### src/rtl/dec_ins.sv
// Decode/register-read stage: latches instruction fields, reads the GPR file
// and hands a stable operand bundle to execute over a valid/ready handshake.
//
// Ports:
//   clk, rst               stage clock, async active-low reset
//   inVld/inRdy            handshake with fetch (accept only in IDLE)
//   irOutOpe/irOutOth      opcode and instr[25:0] from fetch
//   npcIn                  PC+4 from fetch
//   wbEn/wbAddr/wbData     write-back port into the register file
//   outVld/outRdy          handshake with execute (bundle held in VALID)
//   opeOut..npcOut         latched operand bundle
module dec_ins #(
    parameter bit BYPASS_EN = 1'b1
) (
    input  logic        clk,
    input  logic        rst,
    input  logic        inVld,
    output logic        inRdy,
    input  logic [5:0]  irOutOpe,
    input  logic [25:0] irOutOth,
    input  logic [31:0] npcIn,
    input  logic        wbEn,
    input  logic [4:0]  wbAddr,
    input  logic [31:0] wbData,
    output logic        outVld,
    input  logic        outRdy,
    output logic [5:0]  opeOut,
    output logic [4:0]  rsOut,
    output logic [4:0]  rtOut,
    output logic [4:0]  rdOut,
    output logic [4:0]  shamtOut,
    output logic [5:0]  functOut,
    output logic [31:0] regAOut,
    output logic [31:0] regBOut,
    output logic [31:0] immExtOut,
    output logic [31:0] jmpTgtOut,
    output logic [31:0] npcOut
);

    typedef enum logic [1:0] {IDLE, READ, VALID} state_t;

    state_t      state_q, state_d;
    logic [31:0] gpr_q [32];

    logic [5:0]  ope_q;
    logic [25:0] oth_q;
    logic [31:0] npc_q;
    logic [31:0] imm_q, imm_d;
    logic [31:0] jmp_q;
    logic [31:0] a_q, a_d;
    logic [31:0] b_q, b_d;

    logic        accept;
    logic        wr_ok;
    logic [4:0]  rs_idx, rt_idx;

    assign accept = (state_q == IDLE) && inVld;
    assign wr_ok  = wbEn && (wbAddr != 5'd0);
    assign rs_idx = oth_q[25:21];
    assign rt_idx = oth_q[20:16];

    // State register
    always_ff @(posedge clk or negedge rst) begin
        if (!rst) state_q <= IDLE;
        else      state_q <= state_d;
    end

    // Next-state logic
    always_comb begin
        state_d = state_q;
        case (state_q)
            IDLE:    if (inVld) state_d = READ;
            READ:    state_d = VALID;
            VALID:   if (outRdy) state_d = IDLE;
            default: state_d = IDLE;
        endcase
    end

    // Handshake outputs
    always_comb begin
        inRdy  = (state_q == IDLE);
        outVld = (state_q == VALID);
    end

    // Logical-immediate opcodes zero-extend, lui shifts up, rest sign-extend
    always_comb begin
        case (irOutOpe)
            6'h0C, 6'h0D, 6'h0E: imm_d = {16'h0000, irOutOth[15:0]};
            6'h0F:               imm_d = {irOutOth[15:0], 16'h0000};
            default:             imm_d = {{16{irOutOth[15]}}, irOutOth[15:0]};
        endcase
    end

    // Operand read with optional same-cycle write-back forwarding
    always_comb begin
        a_d = gpr_q[rs_idx];
        b_d = gpr_q[rt_idx];
        if (BYPASS_EN && wr_ok && (wbAddr == rs_idx)) a_d = wbData;
        if (BYPASS_EN && wr_ok && (wbAddr == rt_idx)) b_d = wbData;
    end

    // Register file; r0 is never written so it always reads zero
    always_ff @(posedge clk or negedge rst) begin
        if (!rst) begin
            for (int i = 0; i < 32; i++) gpr_q[i] <= '0;
        end else if (wr_ok) begin
            gpr_q[wbAddr] <= wbData;
        end
    end

    // Bundle registers
    always_ff @(posedge clk or negedge rst) begin
        if (!rst) begin
            ope_q <= '0;
            oth_q <= '0;
            npc_q <= '0;
            imm_q <= '0;
            jmp_q <= '0;
            a_q   <= '0;
            b_q   <= '0;
        end else begin
            if (accept) begin
                ope_q <= irOutOpe;
                oth_q <= irOutOth;
                npc_q <= npcIn;
                imm_q <= imm_d;
                jmp_q <= {npcIn[31:28], irOutOth, 2'b00};
            end
            if (state_q == READ) begin
                a_q <= a_d;
                b_q <= b_d;
            end
        end
    end

    assign opeOut    = ope_q;
    assign rsOut     = oth_q[25:21];
    assign rtOut     = oth_q[20:16];
    assign rdOut     = oth_q[15:11];
    assign shamtOut  = oth_q[10:6];
    assign functOut  = oth_q[5:0];
    assign regAOut   = a_q;
    assign regBOut   = b_q;
    assign immExtOut = imm_q;
    assign jmpTgtOut = jmp_q;
    assign npcOut    = npc_q;

endmodule

### config.mk
export PLATFORM = sky130hd
export DESIGN_NAME = dec_ins
export DESIGN_NICKNAME = d
export VERILOG_FILES = /design/src/rtl/dec_ins.sv
export SDC_FILE = /design/constraint.sdc
export NUM_CORES = 2
export LEC_CHECK = 0
export ABC_AREA = 1
export CAP_MARGIN = 40
export CORE_MARGIN = 10
export CORE_UTILIZATION = 40
export DETAILED_ROUTE_END_ITERATION = 12
export PLACE_DENSITY = 0.55
export SLEW_MARGIN = 20
export SYNTH_ARGS = -nofsm -noshare
export SYNTH_HDL_FRONTEND = slang
export SYNTH_SLANG_ARGS = --single-unit
### constraint.sdc
create_clock -name clk -period 1.71 [get_ports clk]
set_input_delay 0.171 -clock clk [delete_from_list [all_inputs] [get_ports clk]]
set_output_delay 0.171 -clock clk [all_outputs]
set_load 0.03 [all_outputs]
==> impl_metrics.py <==
metrics = {
    "outcome": {
        "status": "complete, but fails checks",
        "violations": "setup timing",
    },
    "setup_path": {
        "crit_required_ps": 2440,
        "cp.arrival_ps": 2880,
        "cp_max_fo": 8,
        "end_kind": "flip-flop",
        "criticalPathCategory": "reg -> reg",
        "crit_path_start_kind": "flip-flop",
    },
    "floorplan": {
        "rows": 147,
        "core_sq_um": 160000,
        "die_w_um": 421,
        "dieHeight_um": 421,
        "ios": 300,
        "start_util_pct": 40.1,
        "fp.dieArea_sq_um": 177000,
    },
    "cts": {
        "cts_tree": "done",
        "cts_max_level": 4,
        "cts.reportedPaths.clkPinSlew_ps": 60,
        "clk_latency_ps": 800,
        "root_buffer": "clkbuf_16",
        "numCtsBuffers": 142,
        "cts.sinks": 1186,
        "clk_path_buf_depth": 3,
    },
    "synthesis": {
        "synth.area.top_cells": "dfrtp_1 (46%), nand2_1 (25%), nand3_1 (11%)",
        "synth_warnings": 0,
        "synth_cell_types": 21,
        "ys_ff_latch": 1186,
        "synth_seq_area_share_pct": 46.2,
        "synth_cells": 9383,
        "syn_area_per_cell_sq_um": 6.85,
        "syn_area_sq_um": 64300,
        "yosysTopAreaCellShare_pct": 46.2,
        "synth_largest_area_cell": "dfrtp_1",
    },
    "timing": {
        "slew_headroom_pct": 46.1,
        "final-setup-viol-count": 80,
        "min_period_ps": 2150,
        "rsz0062_at_grt": "yes",
        "fmax_mhz": 464,
        "final_max_slew_viol_count": 0,
        "worstMarginPinSlew_ps": 806,
        "clock_skew_ps": 24.6,
        "final.setup.tns_ps": -26570,
        "period_share_pct": 126,
        "hold_viol_final": 0,
        "fin_ws_ps": -445,
    },
    "route": {
        "ant_nets": 0,
        "dr.pass1.iters": 7,
        "wire_per_inst_um": 25.2,
        "routed_wl_um": 308000,
        "viasPerCell": 5.70,
        "drc": 0,
        "vias": 69686,
        "initialDrtViolationCount": 8644,
    },
    "power_and_ir_drop": {
        "ir_worst_vdd_v": 0.00129,
        "power_w": 0.169,
        "static-leakage-power_nw": 42.3,
        "power_density_nw_per_um2": 1940,
    },
    "final_layout": {
        "area_delta_synth_final_pct": 36.0,
        "layout_commonest_cell": "nand2_1",
        "final_net_count": 10068,
        "final_design_area_no_fill_sq_um": 87400,
        "drive_above_1_share_pct": 17.5,
        "layout_common_cells": "nand2_1 (4118), nand3_1 (1240), dfrtp_1 (1162)",
        "stdcell_count": 12232,
    },
    "place": {
        "portBuffers": 297,
        "placed_area_sq_um": 75800,
        "place_hpwl_um": 186000,
        "dp_cells": 11719,
        "routabilityCongestion": 0.907,
    },
    "hold_path": {
        "holdCritPathClass": "in -> reg",
    },
    "global_route": {
        "grt_start_max_net_pins": 89,
        "grt_pass1_vias": 65191,
        "antenna_found_initial": 3,
        "grt.total_usage_pct": 33.3,
        "gr-total-overflow": 0,
        "grt_pass1_wl_um": 446000,
    },
    "flow_run": {
        "maxCapViolations": 0,
    },
}
## kinds of logic after synthesis
group / synth area share, %
compound gates: 9.63
other cells: 0.00584
flops: 46.2
simple gates: 36.9
xor+xnor: 0.0818
buf+inv: 7.24
## where the power goes
group | internal, W | switching [W] | total, W | leakage (nW)
Sequential | 0.0345 | 0.00577 | 0.0403 | 15.1
Clock | 0.0194 | 0.0130 | 0.0325 | 2.42
Combinational | 0.0388 | 0.0577 | 0.0965 | 24.7
## cells in the mapped netlist
master,number
o211ai_1,77
o21ai_1,69
dfrtp_1,1186
nor2_1,136
inv_2,9
buf_1,50
buf_2,73
nand3_1,1443
clkbuf_1,681
conb_1,1
xor2_1,1
nor4_4,2
inv_1,339
o21ai_0,972
nor3_2,5
nor3_1,7
nand4_1,2
nand2_1,4213
buf_4,32
xnor2_1,5
a21oi_1,80
## flip-flops by register name, indices dropped and copies added (netlist names)
signal,flops
npcOut,32
state_q,2
oth_q,25
regAOut,32
opeOut,6
immExtOut,32
regBOut,32
jmpTgtOut,1
gpr_q,1024
## final timing paths
check | slack [ps] | cells after the start | from | endpoint
setup / recovery | -440 | 11 | oth_q[21] | regAOut[20]
hold / removal | 60 | 3 | irOutOth[6] | oth_q[6]
setup reg to reg | -440 | 11 | oth_q[21] | regAOut[20]
hold reg to reg | 400 | 0 | gpr_q[1020] | gpr_q[1020]
max in group asynchronous | 840 | 3 | rst | regBOut[20]
min in group asynchronous | 130 | 3 | rst | gpr_q[461]
## stage by stage
step	util (%)	setup slack [ps]	hold WS, ps
after floorplan	-	-85.3	-125
after global placement	47.3	-714	75.8
after detailed placement	47.3	-787	71.1
after CTS	53.4	-427	11.2
after global routing	54.6	-509	63.6
final	54.6	-445	60.3
## final cells by class
cell class | instances | area (sq um)
diodes | 3 | 7.51
clock buffers | 214 | 4410
clock inverters | 37 | 504
fillers | 14811 | 72800
inverters | 348 | 1410
multi-input cells | 7014 | 32000
flip-flops and latches | 1186 | 29700
well taps | 2160 | 2700
repair buffers | 1267 | 16600
repair inverters | 3 | 66.3
## layer usage
metal	vias up	part of all wire (%)	track usage (%)	wire, um
met5	-	0.016	0.134	49
met4	4	5.9	16.9	18100
met3	930	10	7.14	31000
met2	3931	45	51.5	139000
met1	33543	39	43.8	120000
li1	31278	-	-	-
## critical path, stage by stage, from the launching register on
cell,delay [ps]
dfrtp_4,520
buf_8,160
clkinv_16,80
buf_12,140
nand2_4,50
nand4_1,120
nor3_4,60
buf_6,140
nand2_8,160
buf_16,270
nand3_4,190
a21oi_2,180
## repair_timing
item / 4_1_cts / 5_1_grt
setup buffers: 94 / 42
hold endpoints to repair: 1249 / 0
pin swaps: 133 / 146
setup endpoints to repair: 256 / 109
resized for setup: 1125 / 306
gates cloned: 57 / 31
hold buffers: 59 / 0
No activity file was read; power rests on OpenSTA's default activity.
